===== config.mk =====
export PLATFORM = sky130hd
export DESIGN_NAME = multicycle_alu
export DESIGN_NICKNAME = d
export VERILOG_FILES = /design/src/rtl/multicycle_alu_pkg.sv /design/src/rtl/multicycle_alu_comb_core.sv /design/src/rtl/multicycle_alu.sv
export SDC_FILE = /design/constraint.sdc
export NUM_CORES = 1
export LEC_CHECK = 0
export CORE_UTILIZATION = 55
export DETAILED_ROUTE_END_ITERATION = 12
export PLACE_DENSITY = 0.79
export SLEW_MARGIN = 40
export SYNTH_ARGS = -nofsm -noshare
export SYNTH_HDL_FRONTEND = slang
export SYNTH_SLANG_ARGS = --single-unit

===== constraint.sdc =====
create_clock -name clk -period 5.1 [get_ports clk]
set_clock_uncertainty 0.15 [all_clocks]
set_input_delay 1.02 -clock clk [delete_from_list [all_inputs] [get_ports clk]]
set_output_delay 1.02 -clock clk [all_outputs]
set_load 0.1 [all_outputs]

===== src/rtl/multicycle_alu_pkg.sv =====
// multicycle_alu_pkg: opcodes, FSM states and constants shared by multicycle_alu.
// Divider opcodes are only live when MULTICYCLE_ALU_DIVU_EN is defined.
package multicycle_alu_pkg;
    localparam logic [3:0] OP_AND  = 4'b0000;
    localparam logic [3:0] OP_OR   = 4'b0001;
    localparam logic [3:0] OP_ADD  = 4'b0010;
    localparam logic [3:0] OP_SLTU = 4'b0011;
    localparam logic [3:0] OP_XOR  = 4'b0100;
    localparam logic [3:0] OP_NOR  = 4'b0101;
    localparam logic [3:0] OP_SUB  = 4'b0110;
    localparam logic [3:0] OP_SLT  = 4'b0111;
    localparam logic [3:0] OP_SLL  = 4'b1000;
    localparam logic [3:0] OP_SRL  = 4'b1001;
    localparam logic [3:0] OP_SRA  = 4'b1010;
    localparam logic [3:0] OP_MULU = 4'b1011;
    localparam logic [3:0] OP_DIVU = 4'b1100;
    localparam logic [3:0] OP_REMU = 4'b1101;

    // Quotient returned on divide by zero; sliced to DATA_WIDTH (<= 128) by the user.
    localparam logic [127:0] DIV_BY_ZERO = '1;

    typedef enum logic [1:0] {S_IDLE, S_BUSY, S_DONE} state_t;
endpackage


===== src/rtl/multicycle_alu_comb_core.sv =====
// alu_comb_core: single-cycle logic/add/sub/compare/shift unit of multicycle_alu.
// Unsupported opcodes (multiply, divide, illegal) return zero with clear flags.
module alu_comb_core
    import multicycle_alu_pkg::*;
#(
    parameter int DATA_WIDTH = 32
) (
    input  logic [3:0]            i_op,
    input  logic [DATA_WIDTH-1:0] i_a,
    input  logic [DATA_WIDTH-1:0] i_b,
    output logic [DATA_WIDTH-1:0] o_result,
    output logic                  o_overflow,
    output logic                  o_carry
);
    localparam int W = DATA_WIDTH;
    localparam int SHAMT_W = $clog2(DATA_WIDTH);

    logic         w_inv;
    logic [W-1:0] w_bx;
    logic [W:0]   w_sum;
    logic         w_cout;
    logic         w_ovf;
    logic [SHAMT_W-1:0] w_sh;

    assign w_inv  = (i_op == OP_SUB) || (i_op == OP_SLT) || (i_op == OP_SLTU);
    assign w_bx   = w_inv ? ~i_b : i_b;
    assign w_sum  = {i_a[W-1], i_a} + {w_bx[W-1], w_bx} + {{W{1'b0}}, w_inv};
    // Sign-extended sum: carry out of bit W-1 recovered from the extension bit.
    assign w_cout = w_sum[W] ^ i_a[W-1] ^ w_bx[W-1];
    assign w_ovf  = w_sum[W] ^ w_sum[W-1];
    assign w_sh   = i_b[SHAMT_W-1:0];

    always_comb begin
        o_result   = '0;
        o_overflow = 1'b0;
        o_carry    = 1'b0;
        case (i_op)
            OP_AND:  o_result = i_a & i_b;
            OP_OR:   o_result = i_a | i_b;
            OP_XOR:  o_result = i_a ^ i_b;
            OP_NOR:  o_result = ~(i_a | i_b);
            OP_ADD:  begin o_result = w_sum[W-1:0]; o_overflow = w_ovf; o_carry = w_cout; end
            OP_SUB:  begin o_result = w_sum[W-1:0]; o_overflow = w_ovf; o_carry = ~w_cout; end
            OP_SLTU: begin o_result = {{(W-1){1'b0}}, ~w_cout}; o_carry = ~w_cout; end
            OP_SLT:  o_result = {{(W-1){1'b0}}, w_sum[W]};
            OP_SLL:  o_result = i_a << w_sh;
            OP_SRL:  o_result = i_a >> w_sh;
            OP_SRA:  o_result = $unsigned($signed(i_a) >>> w_sh);
            default: o_result = '0;
        endcase
    end
endmodule


===== src/rtl/multicycle_alu.sv =====
// multicycle_alu: handshaked ALU with 1-cycle ops and an iterative shift-add multiplier.
// Define MULTICYCLE_ALU_DIVU_EN to add the restoring DIVU/REMU divider.
module multicycle_alu
    import multicycle_alu_pkg::*;
#(
    parameter int DATA_WIDTH = 32
) (
    input  logic                  clk,
    input  logic                  rst_n,
    input  logic                  in_valid,
    output logic                  in_ready,
    input  logic [DATA_WIDTH-1:0] A,
    input  logic [DATA_WIDTH-1:0] B,
    input  logic [3:0]            ALUop,
    output logic                  out_valid,
    input  logic                  out_ready,
    output logic [DATA_WIDTH-1:0] Result,
    output logic                  Overflow,
    output logic                  CarryOut,
    output logic                  Zero
);
    localparam int W = DATA_WIDTH;
    localparam int SHAMT_W = $clog2(DATA_WIDTH);

    state_t r_state, w_next;
    logic [W-1:0]       r_result, r_opnd;
    logic               r_ovf, r_carry;
    logic [2*W-1:0]     r_acc;
    logic [SHAMT_W-1:0] r_cnt;

    logic [W-1:0]   w_core_res, w_fin_res;
    logic           w_core_ovf, w_core_carry, w_fin_carry;
    logic           w_accept, w_iter_op, w_is_mul, w_last;
    logic [W:0]     w_mul_sum;
    logic [2*W-1:0] w_mul_next, w_step_next;

    alu_comb_core #(.DATA_WIDTH(W)) u_core (
        .i_op      (ALUop),
        .i_a       (A),
        .i_b       (B),
        .o_result  (w_core_res),
        .o_overflow(w_core_ovf),
        .o_carry   (w_core_carry)
    );

    assign w_accept = in_valid && (r_state == S_IDLE);
    assign w_is_mul = ALUop == OP_MULU;
    assign w_last   = r_cnt == SHAMT_W'(W - 1);

    // Multiply: {hi, lo} starts as {0, B}; add A into hi when lo[0] is set, then shift right.
    assign w_mul_sum  = {1'b0, r_acc[2*W-1:W]} + (r_acc[0] ? {1'b0, r_opnd} : '0);
    assign w_mul_next = {w_mul_sum, r_acc[W-1:1]};

`ifdef MULTICYCLE_ALU_DIVU_EN
    logic [3:0]     r_op;
    logic [W+1:0]   w_trial;
    logic [2*W-1:0] w_div_next;
    logic           w_dz;

    assign w_iter_op = w_is_mul || (ALUop == OP_DIVU) || (ALUop == OP_REMU);
    // Divide: {rem, dividend} shifts left; keep the trial difference when it does not borrow.
    assign w_trial    = {1'b0, r_acc[2*W-1:W-1]} - {2'b0, r_opnd};
    assign w_div_next = w_trial[W+1] ? {r_acc[2*W-2:0], 1'b0}
                                     : {w_trial[W-1:0], r_acc[W-2:0], 1'b1};
    assign w_dz       = ~|r_opnd;

    always_ff @(posedge clk or negedge rst_n) begin
        if (!rst_n)
            r_op <= OP_AND;
        else if (w_accept)
            r_op <= ALUop;
    end

    always_comb begin
        w_step_next = (r_op == OP_MULU) ? w_mul_next : w_div_next;
        w_fin_res   = (r_op == OP_MULU) ? w_mul_next[W-1:0]
                    : (r_op == OP_REMU) ? w_div_next[2*W-1:W]
                    : w_dz ? DIV_BY_ZERO[W-1:0] : w_div_next[W-1:0];
        w_fin_carry = (r_op == OP_MULU) ? |w_mul_next[2*W-1:W] : w_dz;
    end
`else
    assign w_iter_op = w_is_mul;

    always_comb begin
        w_step_next = w_mul_next;
        w_fin_res   = w_mul_next[W-1:0];
        w_fin_carry = |w_mul_next[2*W-1:W];
    end
`endif

    always_ff @(posedge clk or negedge rst_n) begin
        if (!rst_n)
            r_state <= S_IDLE;
        else
            r_state <= w_next;
    end

    always_comb begin
        w_next    = r_state;
        in_ready  = 1'b0;
        out_valid = 1'b0;
        case (r_state)
            S_IDLE: begin
                in_ready = 1'b1;
                w_next   = in_valid ? (w_iter_op ? S_BUSY : S_DONE) : S_IDLE;
            end
            S_BUSY: w_next = w_last ? S_DONE : S_BUSY;
            default: begin
                out_valid = 1'b1;
                w_next    = out_ready ? S_IDLE : S_DONE;
            end
        endcase
    end

    always_ff @(posedge clk or negedge rst_n) begin
        if (!rst_n) begin
            r_result <= '0;
            r_ovf    <= 1'b0;
            r_carry  <= 1'b0;
            r_opnd   <= '0;
            r_acc    <= '0;
            r_cnt    <= '0;
        end else if (w_accept) begin
            r_cnt <= '0;
            if (w_iter_op) begin
                r_opnd <= w_is_mul ? A : B;
                r_acc  <= {{W{1'b0}}, w_is_mul ? B : A};
            end else begin
                r_result <= w_core_res;
                r_ovf    <= w_core_ovf;
                r_carry  <= w_core_carry;
            end
        end else if (r_state == S_BUSY) begin
            r_acc <= w_step_next;
            r_cnt <= r_cnt + 1'b1;
            if (w_last) begin
                r_result <= w_fin_res;
                r_ovf    <= 1'b0;
                r_carry  <= w_fin_carry;
            end
        end
    end

    assign Result   = r_result;
    assign Overflow = r_ovf;
    assign CarryOut = r_carry;
    assign Zero     = ~|r_result;
endmodule


==> flow_summary.json <==
{
  "worst_pin_slew_ps": 878,
  "io_pins": 109,
  "worst-path-buf-inv": 3,
  "cts_buffers": 17,
  "synth_compound_area_frac": 0.254,
  "fp-row-count": 60,
  "critPathMaxFanout": 10,
  "die_w_um": 169,
  "timing.hold.ws_ps": 287,
  "cts.htree.levels": 4,
  "synth_seq_cells": 137,
  "fin_ws_ps": 251,
  "areaGrowthSynthToFinish_pct": 17.5,
  "ant_nets": 0,
  "rr_endpoint": "CarryOut",
  "coreArea_sq_um": 27300,
  "synth_edf_count": 0,
  "synthAdderAreaFrac": 0.108,
  "status": "completed",
  "seq_area_frac_synth": 0.222,
  "drv_slew": 0,
  "cts_root_buf": "clkbuf_16",
  "drtPass1Iterations": 8,
  "synthMuxAreaShare": 0.115,
  "syn_inst": 1962,
  "startpoint_type": "primary input",
  "n_antenna_cell": 0,
  "grt_pass1_vias": 15964,
  "path_cells": "clkdlybuf4s50_1, nor2_2, nor2_4, buf_6, xnor2_1, ha_1, a211o_1, o22ai_1, o21ai_1, o41ai_1, o21ai_1, xnor2_1, nor2_1, o21ai_0, buf_4, a31oi_1",
  "cp_data_arrival_time_ps": 4990,
  "final_core_util": 0.665,
  "antenna_found_initial": 1,
  "pre_cts_slack_ps": -167,
  "required_ps": 5240,
  "synth_fp_nets": 2166,
  "async_flop_share": 1.00,
  "grt_start_max_net_pins": 97,
  "overflow": 0,
  "cp_slowest_cell": "o41ai_1",
  "worstSetupPathType": "in -> reg",
  "clock_latency_ps": 450,
  "fin_crit_sh": 0.951,
  "rsz0062_at_grt": "no",
  "dp.cells": 2462,
  "synth_top_family_by_area": "compound AO/OA/AOI/OAI gates",
  "p_per_area_nw_per_um2": 415,
  "p_total_w": 0.00753,
  "crit_path_end_kind": "flip-flop",
  "hold_class": "in -> async",
  "cap_violations": 0,
  "layout-drive-gt1-share": 0.148,
  "syn_area_per_cell_sq_um": 7.86,
  "synth_xor_xnor_area_share": 0.0494,
  "post-route-drc-count": 0,
  "max_freq_mhz": 206,
  "routed_wl_mm": 64.5,
  "reg2reg_slack_ps": 810,
  "hold_viol": 0,
  "post_cts_buffers": 0,
  "vias": 17003,
  "yosys.area_share.simple": 0.197,
  "critical_path.max_stage_delay_ps": 810,
  "critPathTopFamily": "compound AO/OA/AOI/OAI gates",
  "drtIter0Drc": 2424,
  "drt-wirelength-per-cell_um": 25.9,
  "grt_util_all_layers": 0.453,
  "gp_congestion": 1.10,
  "die_h_um": 169,
  "r2r_start": "r_acc[0]",
  "cts_tree": "built",
  "finalSetupViolations": 0,
  "syn_area_sq_um": 15400,
  "grt_pass1_wl_mm": 96.5,
  "synth_cell_types": 82,
  "fin_crit_ps": 4850,
  "yosys_warnings": 0,
  "clock_path_buffers": 2,
  "leakagePower_nw": 8.04,
  "synth_ff_type": "dfrtp_1",
  "clock_sinks": 137,
  "slew-limit-headroom": 0.407,
  "die_area_sq_um": 28700,
  "routed_via_density": 6.81,
  "clkSlewWorstSetupHoldPaths_ps": 70,
  "hpwlAfterDp_mm": 48.7,
  "initial_core_util": 0.566,
  "io_buffers": 108,
  "reg2regPathDepth": 13,
  "fin_cells": 2495,
  "finalNetCount": 2314,
  "peakVddDrop_v": 0.000340
}
-- stage by stage --
step / area [sq um] / setup TNS [ps]
after global placement: 17700 / -488
after global routing: 18100 / 0
final: 18100 / 0
after detailed placement: 17500 / -970
after CTS: 18100 / 0
after floorplan: 15400 / 0
-- where the power goes --
part | internal (W) | switching, W
Sequential | 0.00152 | 0.000316
Combinational | 0.00139 | 0.00295
Clock | 0.000743 | 0.000606
Total | 0.00365 | 0.00388
-- cell families after synthesis --
logic type,count (synthesis)
AND/OR/NAND/NOR,662
AO/OA/AOI/OAI,619
buffers and inverters,219
flip-flops,137
adder cells (fa/ha/maj),132
multiplexers,106
XOR/XNOR,87
-- what timing repair did --
item | CTS | global route
hold buffers | 0 | 0
resized for setup | 0 | 3
endpoints found under the setup margin | 0 | 4
-- state kept, by name (all words and copies together), names as in the netlist --
| name | flops |
|---|---|
| r_acc | 64 |
| r_cnt | 5 |
| CarryOut | 1 |
| Overflow | 1 |
| Result | 32 |
| r_opnd | 32 |
| r_state | 2 |
-- synthesized netlist by cell type, types with 12 or more instances --
cell type	instances	area share
a211oi_1	19	0.0092
a21o_1	27	0.013
a21oi_1	148	0.048
a221oi_1	24	0.014
a22oi_1	13	0.0063
a31oi_1	59	0.024
and2_1	51	0.021
and3_1	20	0.0081
buf_1	20	0.0049
clkbuf_1	99	0.024
dfrtp_1	137	0.22
ha_1	130	0.11
inv_1	86	0.021
mux2i_1	44	0.029
mux4_2	56	0.082
nand2_1	218	0.053
nand2b_1	12	0.0049
nand3_1	36	0.012
nand4_1	17	0.0069
nor2_1	215	0.052
nor2b_1	12	0.0049
nor3_1	26	0.0084
nor4_1	15	0.0061
o211ai_1	14	0.0068
o21ai_0	162	0.053
o21ai_1	22	0.0071
o22ai_1	21	0.0085
or3_1	17	0.0069
xnor2_1	68	0.039
xor2_1	19	0.011
-- layout by cell type, fill, tap and decap left out, types with 10 or more instances in the layout --
master | Yosys | routed
mux2i_1 | 44 | 44
a22o_1 | 10 | 10
a21oi_1 | 148 | 148
buf_2 | 10 | 40
o221ai_1 | 11 | 11
nand4_1 | 17 | 17
dfrtp_1 | 137 | 137
or3_1 | 17 | 17
nor3_1 | 26 | 24
buf_4 | 1 | 146
ha_1 | 130 | 130
clkbuf_16 | 0 | 17
a21o_1 | 27 | 26
a31oi_1 | 59 | 59
o22ai_1 | 21 | 21
nand2_1 | 218 | 217
nand2b_1 | 12 | 12
o211ai_1 | 14 | 14
inv_1 | 86 | 86
o21ai_0 | 162 | 162
nor2b_1 | 12 | 12
and2_1 | 51 | 51
and3_1 | 20 | 20
nor4_1 | 15 | 15
a221oi_1 | 24 | 24
nand3_1 | 36 | 36
clkdlybuf4s50_1 | 0 | 66
nor2_1 | 215 | 211
xnor2_1 | 68 | 68
a211oi_1 | 19 | 19
a22oi_1 | 13 | 12
o21ai_1 | 22 | 22
xor2_1 | 19 | 19
mux4_2 | 56 | 56
-- worst max-delay path by stage --
stage | cells past startpoint | end | from | slack (ps)
final | 16 | Result[21] | ALUop[2] | 250
after global routing | 19 | Result[31] | ALUop[2] | 20
after CTS | 19 | Result[31] | ALUop[2] | 260
after detailed placement | 19 | Result[31] | ALUop[2] | -170
after global placement | 16 | Result[21] | ALUop[2] | -160
after floorplan | 17 | CarryOut | ALUop[2] | 240
-- final cells by class --
cell class,instances,area (sq um)
clock inverters,15,179
fillers,2388,9130
inverters,89,334
well taps,372,465
repair buffers,259,2090
multi-input cells,1606,11200
clock buffers,17,425
flip-flops and latches,137,3430
-- metal layers --
layer / part of all wire / GRT usage
met5: 0 / 0
met1: 0.40 / 0.615
met2: 0.40 / 0.632
met4: 0.062 / 0.251
met3: 0.14 / 0.145
No activity file was read; power rests on OpenSTA's default activity.
